<file path="src/rtl/byte_memory_controller_pkg.sv">
// Shared state encoding and default timing for the byte memory controller.
// The helper functions size the single phase counter from the three phase lengths.
package byte_memory_controller_pkg;

  typedef enum logic [2:0] {
    IDLE     = 3'd0,
    W_SETUP  = 3'd1,
    W_STROBE = 3'd2,
    W_HOLD   = 3'd3,
    R_SETTLE = 3'd4,
    RESP     = 3'd5
  } state_t;

  localparam int DEFAULT_DATA_W        = 8;
  localparam int DEFAULT_ADDR_W        = 2;
  localparam int DEFAULT_SETUP_CYCLES  = 1;
  localparam int DEFAULT_STROBE_CYCLES = 2;
  localparam int DEFAULT_HOLD_CYCLES   = 1;

  function automatic int max3(input int a, input int b, input int c);
    int m;
    m = (a > b) ? a : b;
    return (m > c) ? m : c;
  endfunction

  function automatic int phase_count_width(input int setup, input int strobe, input int hold);
    return $clog2(max3(setup, strobe, hold) + 1);
  endfunction

endpackage

</file>
<file path="src/rtl/byte_memory_controller_phase_timer.sv">
// Loadable down-counter shared by every timed phase; done is high while the count is zero.
// Loading N-1 on phase entry makes done rise on the phase's last cycle.
module phase_timer #(
  parameter int W = 2
) (
  input  logic         clk,
  input  logic         reset,
  input  logic         load,
  input  logic [W-1:0] load_value,
  output logic         done
);

  logic [W-1:0] count;

  always_ff @(posedge clk) begin
    if (reset) begin
      count <= '0;
    end else if (load) begin
      count <= load_value;
    end else if (count != '0) begin
      count <= count - 1'b1;
    end
  end

  assign done = (count == '0);

endmodule

</file>
<file path="src/rtl/byte_memory_controller.sv">
// Clocked initiator for the latch-based byte memory: sequences setup, store strobe and hold
// around each write so latched data never races the enable, then returns a one-cycle response.
module byte_memory_controller
  import byte_memory_controller_pkg::*;
#(
  parameter int DATA_W        = DEFAULT_DATA_W,
  parameter int ADDR_W        = DEFAULT_ADDR_W,
  parameter int SETUP_CYCLES  = DEFAULT_SETUP_CYCLES,
  parameter int STROBE_CYCLES = DEFAULT_STROBE_CYCLES,
  parameter int HOLD_CYCLES   = DEFAULT_HOLD_CYCLES
) (
  input  logic              clk,
  input  logic              reset,
  input  logic              req_valid,
  output logic              req_ready,
  input  logic              req_write,
  input  logic [ADDR_W-1:0] req_addr,
  input  logic [DATA_W-1:0] req_wdata,
  output logic              rsp_valid,
  output logic [DATA_W-1:0] rsp_rdata,
  output logic [ADDR_W-1:0] mem_addr,
  output logic [DATA_W-1:0] mem_data,
  output logic              mem_store,
  input  logic [DATA_W-1:0] mem_memory
);

  localparam int CNT_W = phase_count_width(SETUP_CYCLES, STROBE_CYCLES, HOLD_CYCLES);
  localparam logic [CNT_W-1:0] SETUP_LOAD  = CNT_W'(SETUP_CYCLES - 1);
  localparam logic [CNT_W-1:0] STROBE_LOAD = CNT_W'(STROBE_CYCLES - 1);
  localparam logic [CNT_W-1:0] HOLD_LOAD   = CNT_W'(HOLD_CYCLES - 1);

  state_t            state;
  state_t            next_state;
  logic              op_write;
  logic              accept;
  logic              sample_rsp;
  logic              timer_load;
  logic              timer_done;
  logic [CNT_W-1:0]  timer_value;

  assign req_ready  = (state == IDLE) && !reset;
  assign accept     = req_valid && req_ready;
  assign sample_rsp = timer_done &&
                      (((state == W_HOLD) && op_write) || ((state == R_SETTLE) && !op_write));

  always_ff @(posedge clk) begin
    if (reset) begin
      state <= IDLE;
    end else begin
      state <= next_state;
    end
  end

  // Each timed phase reloads the shared counter for the phase it is about to enter.
  always_comb begin
    next_state  = state;
    timer_load  = 1'b0;
    timer_value = '0;
    case (state)
      IDLE: begin
        if (accept) begin
          next_state  = req_write ? W_SETUP : R_SETTLE;
          timer_load  = 1'b1;
          timer_value = SETUP_LOAD;
        end
      end
      W_SETUP: begin
        if (timer_done) begin
          next_state  = W_STROBE;
          timer_load  = 1'b1;
          timer_value = STROBE_LOAD;
        end
      end
      W_STROBE: begin
        if (timer_done) begin
          next_state  = W_HOLD;
          timer_load  = 1'b1;
          timer_value = HOLD_LOAD;
        end
      end
      W_HOLD: begin
        if (timer_done) begin
          next_state = RESP;
        end
      end
      R_SETTLE: begin
        if (timer_done) begin
          next_state = RESP;
        end
      end
      RESP: begin
        next_state = IDLE;
      end
      default: begin
        next_state = IDLE;
      end
    endcase
  end

  phase_timer #(
    .W(CNT_W)
  ) u_phase_timer (
    .clk        (clk),
    .reset      (reset),
    .load       (timer_load),
    .load_value (timer_value),
    .done       (timer_done)
  );

  // Store follows the registered next state, so it rises only after a full setup cycle
  // and drops one edge before addr/data are allowed to move.
  always_ff @(posedge clk) begin
    if (reset) begin
      mem_addr  <= '0;
      mem_data  <= '0;
      mem_store <= 1'b0;
      op_write  <= 1'b0;
      rsp_valid <= 1'b0;
      rsp_rdata <= '0;
    end else begin
      mem_store <= (next_state == W_STROBE);
      rsp_valid <= sample_rsp;
      if (sample_rsp) begin
        rsp_rdata <= mem_memory;
      end
      if (accept) begin
        mem_addr <= req_addr;
        mem_data <= req_wdata;
        op_write <= req_write;
      end
    end
  end

endmodule

</file>
<file path="config.mk">
export PLATFORM = sky130hd
export DESIGN_NAME = byte_memory_controller
export DESIGN_NICKNAME = d
export VERILOG_FILES = /design/src/rtl/byte_memory_controller_pkg.sv /design/src/rtl/byte_memory_controller_phase_timer.sv /design/src/rtl/byte_memory_controller.sv
export SDC_FILE = /design/constraint.sdc
export NUM_CORES = 1
export LEC_CHECK = 0
export ABC_AREA = 1
export CAP_MARGIN = 25
export CELL_PAD_IN_SITES_DETAIL_PLACEMENT = 1
export CELL_PAD_IN_SITES_GLOBAL_PLACEMENT = 1
export CORE_MARGIN = 2
export CORE_UTILIZATION = 29
export CTS_CLUSTER_DIAMETER = 100
export CTS_CLUSTER_SIZE = 12
export DETAILED_ROUTE_END_ITERATION = 7
export PLACE_DENSITY_LB_ADDON = 0.25
export SLEW_MARGIN = 20
export SYNTH_ARGS = -nofsm -noshare
export SYNTH_HDL_FRONTEND = slang
export SYNTH_SLANG_ARGS = --single-unit
</file>
<file path="constraint.sdc">
create_clock -name clk -period 1.52 [get_ports clk]
set_input_delay 0.456 -clock clk [delete_from_list [all_inputs] [get_ports clk]]
set_output_delay 0.456 -clock clk [all_outputs]
set_load 0.005 [all_outputs]
</file>
# Word level (Yosys, flattened, before mapping)
# Cells that the tools add are included.
# W data, S select, Z words.
[totals]
inputBits = 22
output_inout_bits = 21
register_bits = 26
[classes]
n_eq_ne = 5
add_sub_neg = 1
mux = 13
n_reduce_logical = 14
[op_table]
columns = ["cell", "count"]
rows = [
  ["$mux W3", 5],
  ["$pmux W3 S4", 1],
  ["$eq A3 B2 Y1 const B", 3],
  ["$logic_and A1 B1 Y1", 5],
  ["$mux W1", 4],
  ["$mux W2", 2],
  ["$reduce_bool A2 Y1", 2],
  ["$reduce_or A2 Y1", 2],
  ["$eq A3 B1 Y1 const B", 1],
  ["$eq A3 B3 Y1 const B", 1],
  ["$logic_not A3 Y1", 1],
  ["$logic_not A1 Y1", 2],
  ["$logic_not A2 Y1", 1],
  ["$pmux W1 S2", 1],
  ["$sub A2 B1 Y2 const B", 1],
  ["$logic_or A1 B1 Y1", 1],
]

# Depth between registers and ports, before layout
# Gate-level depths: netlist (run 1).
[depth]
depth_word = 6
ltp_mapped = 9
ltp_nobuf = 8

# Cells and area by module
# Synthesis (run 1) repeated with hierarchy kept, for this count alone.
[hier_totals]
cells_unflattened = 167
area_unflattened_um2 = 1161.1
[modules_own_cells]
columns = ["mod", "area_per_inst_um2", "cells_per_inst", "n_inst"]
rows = [
  ["byte_memory_controller", 1047.3, 150, 1],
  ["phase_timer", 113.9, 17, 1],
]

# Least setup slack after synthesis (run 1)
# OpenSTA, ideal clock, no wires.
[synth_path]
path_type = "input -> output"
startpoint = "in reset"
endpoint = "out req_ready"
path_buffers = 0
path_stages = 1
arrival_time_ns = 0.763
t_required_ns = 1.064
setup_slack_ns = 0.301
path_cell_list = "nor4_1"
[synth_between]
elab_chain_cells = 2
[synth_rtl]
columns = ["element", "line_no", "text"]
rows = [
  ["start: declaration", "byte_memory_controller.sv:13", "input logic reset,"],
  ["$logic_not A1 Y1", "byte_memory_controller.sv:41", "assign req_ready = (state == IDLE) && !reset;"],
  ["$logic_and A1 B1 Y1", "byte_memory_controller.sv:41", ""],
  ["end: declaration", "byte_memory_controller.sv:15", "output logic req_ready,"],
]
# Every way passes these cells.

# Worst setup path in the final report (run 1)
[layout_path]
startpoint = "reg state[0]"
endpoint = "out req_ready"
[layout_between]
elab_chain_cells = 2
[layout_rtl]
columns = ["element", "line_no", "text"]
rows = [
  ["start: declaration", "byte_memory_controller.sv:32", "state_t state;"],
  ["start signal: assignment", "byte_memory_controller.sv:50", "state <= next_state;"],
  ["$logic_not A3 Y1", "byte_memory_controller.sv:41", ""],
  ["$logic_and A1 B1 Y1", "byte_memory_controller.sv:41", ""],
]
# Every way passes these cells.

==> results of run 1 <==
## cells in the mapped netlist, drive strengths merged
cell,n
nand2,52
nor2,28
dfxtp,26
inv,19
nand3,15
buf,5
a21oi,3
o21ai,3
a31oi,1
and2,1
clkbuf,1
ha,1
nand4,1
nor4,1
## layer usage
layer / up-vias / wire, um / global-route usage, %
li1: 575 / - / -
met1: 505 / 1200 / 16.7
met2: 30 / 1640 / 30.4
met3: 4 / 188 / 3.07
met4: 0 / 23 / 3.91
met5: - / 0 / 0
## final cells by class
| type | count | area share (%) |
|---|---|---|
| Clock buffer | 4 | 3.28 |
| Inverter | 19 | 4.24 |
| Multi-Input combinational cell | 106 | 28.2 |
| Sequential cell | 26 | 31.9 |
| Tap cell | 48 | 3.57 |
| Timing Repair Buffer | 53 | 28.8 |
## power breakdown
part / internal, mW / switching [mW] / leakage, nW / total (mW)
clock: 0.232 / 0.219 / 0.0288 / 0.450
combinational: 0.504 / 0.597 / 0.647 / 1.10
sequential: 0.887 / 0.0931 / 0.218 / 0.980
## logic make-up after synthesis
group / after synthesis / synth area share [%]
AO/OA/AOI/OAI: 7 / 3.28
adder cells (fa/ha/maj): 1 / 1.13
buffers and inverters: 25 / 11.2
flip-flops: 26 / 47.0
AND/OR/NAND/NOR: 98 / 37.4
## repair_timing
action	in CTS	in global routing
resized for setup	37	3
hold buffers	0	0
endpoints found under the setup margin	23	3
cloned	0	0
pin swaps	1	1
## stage by stage
step / instance area, um2 / total power [mW] / utilization (%) / setup TNS, ns / setup WS, ns
after floorplan: 1110 / 1.63 / - / 0 / 0.301
after global placement: 1630 / 2.09 / 44.5 / -4.36 / -0.624
after detailed placement: 1630 / 2.17 / 44.5 / -5.12 / -0.629
after CTS: 1670 / 2.54 / 45.6 / 0 / 0.0610
after global routing: 1680 / 2.77 / 45.9 / -0.0710 / -0.0710
final: 1680 / 2.53 / 45.9 / 0 / 0.000744
## tightest hold or removal path, cell delays in order, from the launching register on
cell	delay (ns)
dfxtp_2	0.33
nand3_1	0.07
nand2_1	0.04
## sequential cells by signal, indices dropped and copies added (netlist names)
register and flops:
mem_addr 2, u_phase_timer.count 2, rsp_rdata 8, state 3, op_write 1, mem_store 1, mem_data 8, rsp_valid 1
## worst paths after layout
path	start	to	slack [ns]	cells after the start
max	state[0]	req_ready	0.0007	2
min	mem_addr[0]	mem_addr[0]	0.46	2
max reg2reg	state[1]	rsp_rdata[3]	0.17	8
min reg2reg	mem_addr[0]	mem_addr[0]	0.46	2
==> impl_results.md, run 1 <==
- Outcome: finished, final reports clean
- Synthesis-to-layout area growth: 51.8%
- DR WL/cell: 11.9 um
- Chip Width: 65.8 um
- IO Port Bufs: 42
- Gr usage total: 15.5%
- # Post-CTS Setup Buffers: 0
- Relative slew slack: 78.1%
- Slowest cell on crit path: dfxtp_1
- Footprint of the multi-input gates: 474 um2
- WL final: 3050 um
- Largest area contributor in the netlist: dfxtp_1
- Worst-path fanout max: 2
- Row cnt: 22
- Hpwl dp: 2310 um
- P_leak: 0.894 nW
- Crit path time final: 1.52 ns
- Crit-path leading delay family: flip-flops
- Period utilisation layout: 100%
- Largest net degree at the start of global routing: 18
- Tightest Pin Transition: 0.325 ns
- Num Clock Sinks: 26
- CTS tree: done
- First-pass GRT wire length: 5260 um
- Clock latency on the worst-skew pair: 0.27 ns
- Register area: 536 um2
- VDD IR max: 0.744 mV
- Clk_skew: 0.00283 ns
- Initial Util: 30.2%
- Most frequent cells in the layout: nand2_1, nor2_1, dlygate4sd2_1, clkdlybuf4s50_1, inv_1
- Initial antenna violation count: 0
- H-tree levels: 1
- DRT iter0 DRCs: 39
- Post-route DRC violation count: 0
- Die Footprint: 0.00433 mm2
- Final net count: 232
- Synth unique cells: 20
- Yosys top cell area share: 47.0%
- Vias/cell: 4.35
- Die height: 65.8 um
- Hold Crit Class: register to register
- Syn_area_per_cell: 7.05 um2
- Mapped Area: 0.00111 mm2
- Hold slack final: 0.464 ns
- Ant diodes: 0
- Mapped Cells: 157
- CP arrival: 1.06 ns
- Buf/Inv on CP: 1
- Global route overflow: 0
- Final hold vios: 0
- Commonest non-fill, non-tap cell in the layout: nand2_1
- GPL Wtd Cong: 0.798
- Clock-pin slew on the worst setup and hold paths: 0.09 ns
- Root buf cell: clkbuf_8
- Final ANT Viol Nets: 0
- Startpoint types: register
- Achievable Freq: 658 MHz
- Crit path kind: register to output port
- Sequential element share of the synthesized area: 47.0%
- I/O pin count: 43
- Drt pass-1 iters: 4
- Synth Register Bits: 26
- Vias in the first global route: 1266
- Synthesized net count: 180
- Crit-path max cell delay: 0.33 ns
- Placed Cells incl. Taps: 252
- Crit end category: output port
- CP Cell Sequence: nor4_2 -> buf_2
- Cell Count, Final, Fillers Out: 256
- Final setup viols: 0
- P per Cell Area: 1510 mW/mm2
- Req. time, crit path: 1.06 ns
- Synth warnings: 0
- Max Cap Viol: 0
- TritonCTS buffer count: 3
- CTS Buffer Depth: 2
- Via count: 1114
- Core Region: 0.00366 mm2
- Synth area leaders: dfxtp_1, nand2_1, nor2_1
- Share of layout cells above drive strength 1: 16.8%
- Fill cell count: 486
- Slew Limit Fails: 0
No activity file was read; power rests on OpenSTA's default activity.
==> run 2: changes to the inputs <==
--- a/config.mk
+++ b/config.mk
@@ -11,7 +11,7 @@
 export CELL_PAD_IN_SITES_GLOBAL_PLACEMENT = 1
 export CORE_MARGIN = 2
 export CORE_UTILIZATION = 29
-export CTS_CLUSTER_DIAMETER = 100
+export CTS_CLUSTER_DIAMETER = 200
 export CTS_CLUSTER_SIZE = 12
 export DETAILED_ROUTE_END_ITERATION = 7
 export PLACE_DENSITY_LB_ADDON = 0.25
==> results of run 2 <==
The final DEF is identical to that of run 1; final timing and power are the same.
